File: src/rtl/store_queue.sv
// Store-side responder for the RV64 core: classifies each store, buffers legal ones in a FIFO
// and drains them downstream over valid/ready; a flush FSM lets the core wait for an empty queue.
module store_queue #(
    parameter int          DEPTH = 4,
    parameter logic [63:0] BASE  = 64'h0000_0000_8000_0000,
    parameter logic [63:0] SIZE  = 64'h0000_0000_0800_0000
) (
    input  logic                       clk,
    input  logic                       rst,
    input  logic                       memwrite,
    input  logic [63:0]                address,
    input  logic [63:0]                data,
    output logic                       stall,
    input  logic                       flush_req,
    output logic                       flush_done,
    output logic                       mem_valid,
    output logic [63:0]                mem_addr,
    output logic [63:0]                mem_wdata,
    input  logic                       mem_ready,
    output logic                       err_misalign,
    output logic                       err_range,
    output logic [$clog2(DEPTH):0]     count,
    output logic [31:0]                store_cnt
);
    localparam int PW = $clog2(DEPTH);
    localparam int CW = PW + 1;
    localparam logic [CW-1:0] FULL    = CW'(DEPTH);
    localparam logic [64:0]   LO_ADDR = {1'b0, BASE};
    localparam logic [64:0]   HI_ADDR = {1'b0, BASE} + {1'b0, SIZE};

    typedef enum logic [1:0] {IDLE, DRAIN, DONE} state_t;

    state_t        state, state_next;
    logic [PW-1:0] head, tail;
    logic [63:0]   addr_q [DEPTH];
    logic [63:0]   data_q [DEPTH];
    logic          accept, misalign, out_of_range, push, pop;

    // Everything the core and the bus see is decoded from registers only.
    assign stall      = (count == FULL) || (state != IDLE);
    assign mem_valid  = (count != '0);
    assign mem_addr   = addr_q[head];
    assign mem_wdata  = data_q[head];
    assign flush_done = (state == DONE);

    assign accept       = memwrite && !stall;
    assign misalign     = (address[2:0] != 3'b000);
    assign out_of_range = ({1'b0, address} < LO_ADDR) || ({1'b0, address} >= HI_ADDR);
    assign push         = accept && !misalign && !out_of_range;
    assign pop          = mem_valid && mem_ready;

    // Storage needs no reset: entries are only observed while count says they are valid.
    always_ff @(posedge clk) begin
        if (push) begin
            addr_q[tail] <= address;
            data_q[tail] <= data;
        end
    end

    always_ff @(posedge clk) begin
        if (rst) begin
            head         <= '0;
            tail         <= '0;
            count        <= '0;
            store_cnt    <= '0;
            err_misalign <= 1'b0;
            err_range    <= 1'b0;
            state        <= IDLE;
        end else begin
            state <= state_next;
            if (push) begin
                tail      <= tail + PW'(1);
                store_cnt <= store_cnt + 32'd1;
            end
            if (pop) begin
                head <= head + PW'(1);
            end
            if (push && !pop) begin
                count <= count + CW'(1);
            end else if (pop && !push) begin
                count <= count - CW'(1);
            end
            if (accept && misalign) begin
                err_misalign <= 1'b1;
            end
            if (accept && out_of_range) begin
                err_range <= 1'b1;
            end
        end
    end

    always_comb begin
        state_next = state;
        case (state)
            IDLE:    if (flush_req) state_next = DRAIN;
            DRAIN:   if (count == '0) state_next = DONE;
            DONE:    state_next = IDLE;
            default: state_next = IDLE;
        endcase
    end
endmodule
File: config.mk
export PLATFORM = sky130hd
export DESIGN_NAME = store_queue
export DESIGN_NICKNAME = d
export VERILOG_FILES = /design/src/rtl/store_queue.sv
export SDC_FILE = /design/constraint.sdc
export NUM_CORES = 1
export LEC_CHECK = 0
export ABC_AREA = 1
export ABC_CLOCK_PERIOD_IN_PS = 7400
export CORE_ASPECT_RATIO = 0.75
export CORE_UTILIZATION = 49
export CTS_CLUSTER_SIZE = 28
export DETAILED_ROUTE_END_ITERATION = 6
export GPL_TIMING_DRIVEN = 0
export PLACE_DENSITY = 0.75
export SKIP_CTS_REPAIR_TIMING = 1
export SYNTH_ARGS = -nofsm -noshare
export SYNTH_HDL_FRONTEND = slang
export SYNTH_SLANG_ARGS = --single-unit
File: constraint.sdc
create_clock -name clk -period 7.4 [get_ports clk]
set_input_delay 0.74 -clock clk [delete_from_list [all_inputs] [get_ports clk]]
set_output_delay 0.74 -clock clk [all_outputs]
set_load 0.1 [all_outputs]
==> Word level (Yosys, flattened, before mapping) <==
Memory sizes are Yosys's and may differ from the RTL's. A register that Yosys moved wholly into a read port is not among the register bits.
Cells that the tools add are included.
{ "word_totals": {"register_bits": 43, "out_inout_bits": 168, "mem_count": 2, "input_bits": 133, "ram_bits": 512} }
{ "classes": {"n_eq_ne": 5, "muxes": 11, "reduce_logical": 22, "addsub": 5, "order_cmp": 2} }
{ "memory_table": {"columns": ["name", "depth", "word_bits", "rd", "rd_ports_with_merged_regs", "write_ports", "line", "source"], "rows": [
  ["addr_q", 4, 64, 1, 1, 1, "35", "logic [63:0] addr_q [DEPTH];"],
  ["data_q", 4, 64, 1, 1, 1, "36", "logic [63:0] data_q [DEPTH];"]
]} }
{ "ops": {"columns": ["cell", "n"], "rows": [
  [">= comparator 64 x 32 -> 1 bit (second input constant)", 1],
  ["< comparator 64 x 32 -> 1 bit (second input constant)", 1],
  ["adder 32 x 1 -> 32 bit (second input constant)", 1],
  ["two-way mux 2 bit", 6],
  ["logical AND 1 bit", 8],
  ["two-way mux 3 bit", 2],
  ["nonzero test 3 bit", 2],
  ["zero test 1 bit", 5],
  ["adder 2 x 1 -> 2 bit (second input constant)", 2],
  ["!= test 2 bit (second input constant)", 2],
  ["case mux 2 bit (2 select lines)", 1],
  ["nonzero test 2 bit", 2],
  ["adder 3 x 1 -> 3 bit (second input constant)", 1],
  ["== test 3 bit (second input constant)", 1],
  ["zero test 3 bit", 1],
  ["subtractor 3 x 1 -> 3 bit (second input constant)", 1],
  ["== test 2 x 1 -> 1 bit (second input constant)", 1],
  ["== test 2 bit (second input constant)", 1],
  ["zero test 2 bit", 1],
  ["logical OR 1 bit", 2],
  ["two-way mux 1 bit", 2],
  ["AND reduction 2 bit", 1]
]} }

==> Depth between registers and ports, before layout <==
{ "depth": {"depth_word": 10, "depth_mapped": 15, "mapped_depth_nobuf": 14} }

==> Worst setup path after synthesis <==
OpenSTA, ideal clock, no wires.
{ "synth_path": {"path_type": "reg2reg", "startpoint": "register count[0]", "endpoint": "memory addr_q[0][0], enable pin", "t_required_ps": 6782, "stages_incl_launch_ff": 8, "t_arrival_ps": 7195, "path_slack_ps": -413, "setup_ps": 618, "n_path_buf": 1, "path_cell_list": "dfxtp_1 -> inv_1 -> nand3_1 -> nand3_1 -> nor2_4 -> nand2_2 -> buf_6 -> nor2_1"} }
{ "synth_via": {"elab_chain_len": 8} }
{ "synth_lines": {"columns": ["item", "line", "source"], "rows": [
  ["start: declaration", "22", "output logic [$clog2(DEPTH):0] count,"],
  ["start signal: assignment", "79", "count <= count + CW'(1);"],
  ["start signal: assignment", "81", "count <= count - CW'(1);"],
  ["== test 3 bit", "40", "assign stall = (count == FULL) || (state != IDLE);"],
  ["logical OR 1 bit", "40", null],
  ["zero test 1 bit", "46", "assign accept = memwrite && !stall;"],
  ["logical AND 1 bit", "46", null],
  ["logical AND 1 bit (2 in a row)", "49", "assign push = accept && !misalign && !out_of_range;"],
  ["two-way mux 1 bit", "54", "if (push) begin"],
  ["two-way mux 1 bit (not written as such)", "55", "addr_q[tail] <= address;"],
  ["end: declaration", "35", null]
]} }
No other way between the ends.

==> impl_metrics.py <==
metrics = {
    "routing": {
        "drtIter0Drc": 1315,
        "vias": 15236,
        "ant_nets": 0,
        "drc": 0,
        "drt-vias-per-instance": 5.55,
        "wl_mm": 57.0,
        "wl_per_cell_um": 20.8,
        "drt_first_pass_iters": 5,
    },
    "clock_network": {
        "clkSlewWorstSetupHoldPaths_ns": 0.06,
        "clk-insertion-delay-late_ns": 0.60,
        "clock_path_buffers": 3,
        "cts_tree": "yes",
        "cts_buffers": 52,
        "cts_sinks": 557,
        "htree_levels": 2,
        "clockRootBuffer": "clkbuf_16",
    },
    "sta": {
        "slew_headroom_pct": 27.5,
        "slew_viol_final": 0,
        "holdWs_ns": 0.475,
        "setup_viol": 0,
        "min_period_ns": 4.93,
        "fin_crit_sh_pct": 66.6,
        "rsz0062_at_grt": "no",
        "worst_pin_slew_ns": 1.08,
        "finalHoldViolations": 0,
        "fin_skew_ns": 0.0191,
        "tns_ns": 0,
        "fmaxAchievable_mhz": 203,
    },
    "power": {
        "share_comb_of_total_power_pct": 35.2,
        "intPower_w": 0.00565,
        "total_power_w": 0.00945,
        "p_seq_share_pct": 36.6,
        "p_leak_nw": 9.10,
        "pwr-share-clk_pct": 28.2,
        "max-vdd-ir-drop_v": 0.000294,
        "switching_share_pct": 40.2,
        "power.switching_w": 0.00380,
        "power_density_nw_per_um2": 340,
    },
    "worst_setup_path": {
        "endpoint_kind": "primary output",
        "max_stage_delay_ns": 1.20,
        "critPathLaunchType": "flop",
        "r2r-end": "data_q[2][5]",
        "cp.arrival_ns": 4.19,
        "crit_path_frequent_cell": "buf_4",
        "reg2reg_setup_slack_ns": 4.48,
        "r2r_cells": 10,
        "cp_cell_sequence": "buf_4 > buf_2 > buf_4 > clkbuf_1 > nor2_1 > o22ai_1 > clkdlybuf4s50_1",
        "path_buf_inv": 5,
        "cp_num_cells": 7,
        "cp.required_ns": 6.66,
        "critical_path.top_delay_family": "buffers and inverters",
        "rr_startpoint": "count[1]",
        "path_max_fanout": 10,
        "crit_type": "flop to primary output",
        "setup.worst_path.end": "mem_wdata[34]",
        "cp_slowest_cell": "clkdlybuf4s50_1",
    },
    "synth": {
        "ys_ff_latch": 557,
        "synthCells": 1746,
        "synth_top_area_share_pct": 70.3,
        "synth.area.top_cells": "edfxtp_1 70%, nor2_1 6.1%, o21ai_0 6.0%, dfxtp_1 4.1%, o22ai_1 3.7%",
        "synth_cell_types": 37,
        "yosys_warnings": 0,
        "syn_area_um2": 21900,
        "syn_nets": 1886,
        "avgSynthCellArea_um2": 12.5,
        "synth_area_leader_cell": "edfxtp_1",
        "yosysSeqAreaShare_pct": 74.4,
    },
    "hold_path": {
        "hold_class": "flop to flop",
        "hold_depth": 2,
        "min-delay-start": "head[1]",
    },
    "place": {
        "gp_congestion": 0.920,
        "placed_cell_area_um2": 26100,
        "dp.cells": 2645,
        "io_buffers": 300,
        "dp_hpwl_mm": 37.9,
    },
    "grt": {
        "use_met2_pct": 40.0,
        "antenna_found_initial": 5,
        "grt_pass1_vias": 14835,
        "busiest_layer": "met2",
        "gr-total-overflow": 0,
        "use_met1_pct": 34.9,
        "grt_max_degree": 29,
        "grt_usage_pct": 25.0,
        "grt_use_met3_pct": 4.22,
        "grt_pass1_wl_mm": 85.8,
    },
    "floorplan": {
        "rows": 66,
        "dieHeight_um": 185,
        "dieArea_um2": 45500,
        "ios": 301,
        "core_area_um2": 43700,
        "initial_core_util_pct": 50.1,
        "dieWidth_um": 246,
    },
    "run": {
        "drv_cap": 0,
    },
    "layout": {
        "stdcell_count": 2746,
        "final_cell_area_um2": 27800,
        "drive_above_1_share_pct": 7.34,
        "fillers": 3214,
        "final_nets": 2261,
        "syn2layout_area_growth_pct": 27.0,
    },
    "run_status": {
        "status": "finished clean",
    },
}
metrics by stage:
step | utilization [%] | worst slack (ns)
4_1_cts | 63.6 | 2.45
2_1_floorplan | - | 1.80
6_report | 63.6 | 2.47
3_3_place_gp | 58.6 | -1.36
3_5_place_dp | 59.7 | 3.10
5_1_grt | 63.6 | 2.31
tightest hold or removal path: stages (launching register included):
cell and delay, ns:
dfxtp_1 0.30, inv_1 0.05, a21oi_1 0.07
cell type report:
cell class	instances	area, µm²	area share (%)
sequential	557	16300	58.6
multi-input combinational	1031	4990	18.0
timing repair buffer	321	3460	12.5
clock buffer	63	1360	4.91
tap	578	723	2.60
buffer	92	392	1.41
clock inverter	35	329	1.18
inverter	66	249	0.896
antenna	3	7.51	0.0270
synthesized netlist by cell type:
cell type,number
edfxtp_1,512
nor2_1,353
o21ai_0,261
nand2_1,147
o22ai_1,128
clkbuf_1,73
inv_1,63
dfxtp_1,45
a21oi_1,23
nand3_1,22
nor3_1,15
nand2_2,14
a21oi_2,11
xor2_1,10
buf_1,8
nor2_2,8
buf_2,6
ha_1,6
nand3b_1,6
o21ai_1,6
nand4_1,5
nor2_4,4
and2_1,2
buf_4,2
buf_6,2
nand3_2,2
o21ai_2,2
buf_12,1
clkinv_1,1
clkinv_2,1
fa_1,1
inv_2,1
nand4_2,1
nor2_8,1
nor3_2,1
o31ai_2,1
or2_2,1
registers in the layout (all words and copies together), names as in the netlist, named ones only:
name / count
state: 2
store_cnt: 32
head: 2
data_q: 256
addr_q: 256
err_misalign: 1
err_range: 1
count: 3
tail: 2
worst min-delay path by stage:
stage                               to  slack [ns]
final                          head[1]        0.48
after global routing           head[1]        0.51
after CTS                      head[1]        0.48
after detailed placement       head[1]        0.46
after global placement    err_misalign        0.45
after floorplan                   flop        0.44
power groups by stage:
stage	Sequential [W]	Combinational [W]	Clock (W)
finish	0.00346	0.00333	0.00267
global route	0.00346	0.00345	0.00283
CTS	0.00346	0.00332	0.00270
detailed placement	0.00353	0.00331	0
global placement	0.00353	0.00329	0
floorplan	0.00358	0.00233	0
kinds of logic after synthesis:
| group | synth area share [%] |
|---|---|
| flip-flops | 74.4 |
| AND/OR/NAND/NOR | 11.0 |
| buffers and inverters | 2.93 |
| XOR/XNOR | 0.400 |
| AO/OA/AOI/OAI | 10.9 |
| adder cells (fa/ha/maj) | 0.435 |
metal layers:
layer / vias to the layer above / routed length, µm / part of all wire [%]
li1: 7074 / - / -
met3: 92 / 4900 / 8.6
met4: 2 / 1480 / 2.6
met5: - / 13 / 0.023
met2: 703 / 26800 / 47
met1: 7365 / 23800 / 42
cells in the final DEF, fill, tap and decap left out, types with 15 or more instances in the layout:
master / synthesis / final
edfxtp_1: 512 / 512
nor2_1: 353 / 349
clkdlybuf4s50_1: 0 / 300
o21ai_0: 261 / 261
nand2_1: 147 / 147
o22ai_1: 128 / 128
clkbuf_1: 73 / 83
inv_1: 63 / 63
clkbuf_16: 0 / 53
dfxtp_1: 45 / 45
a21oi_1: 23 / 23
nand3_1: 22 / 22
buf_12: 1 / 17
nor3_1: 15 / 15
(Power assumes the default switching activity.)
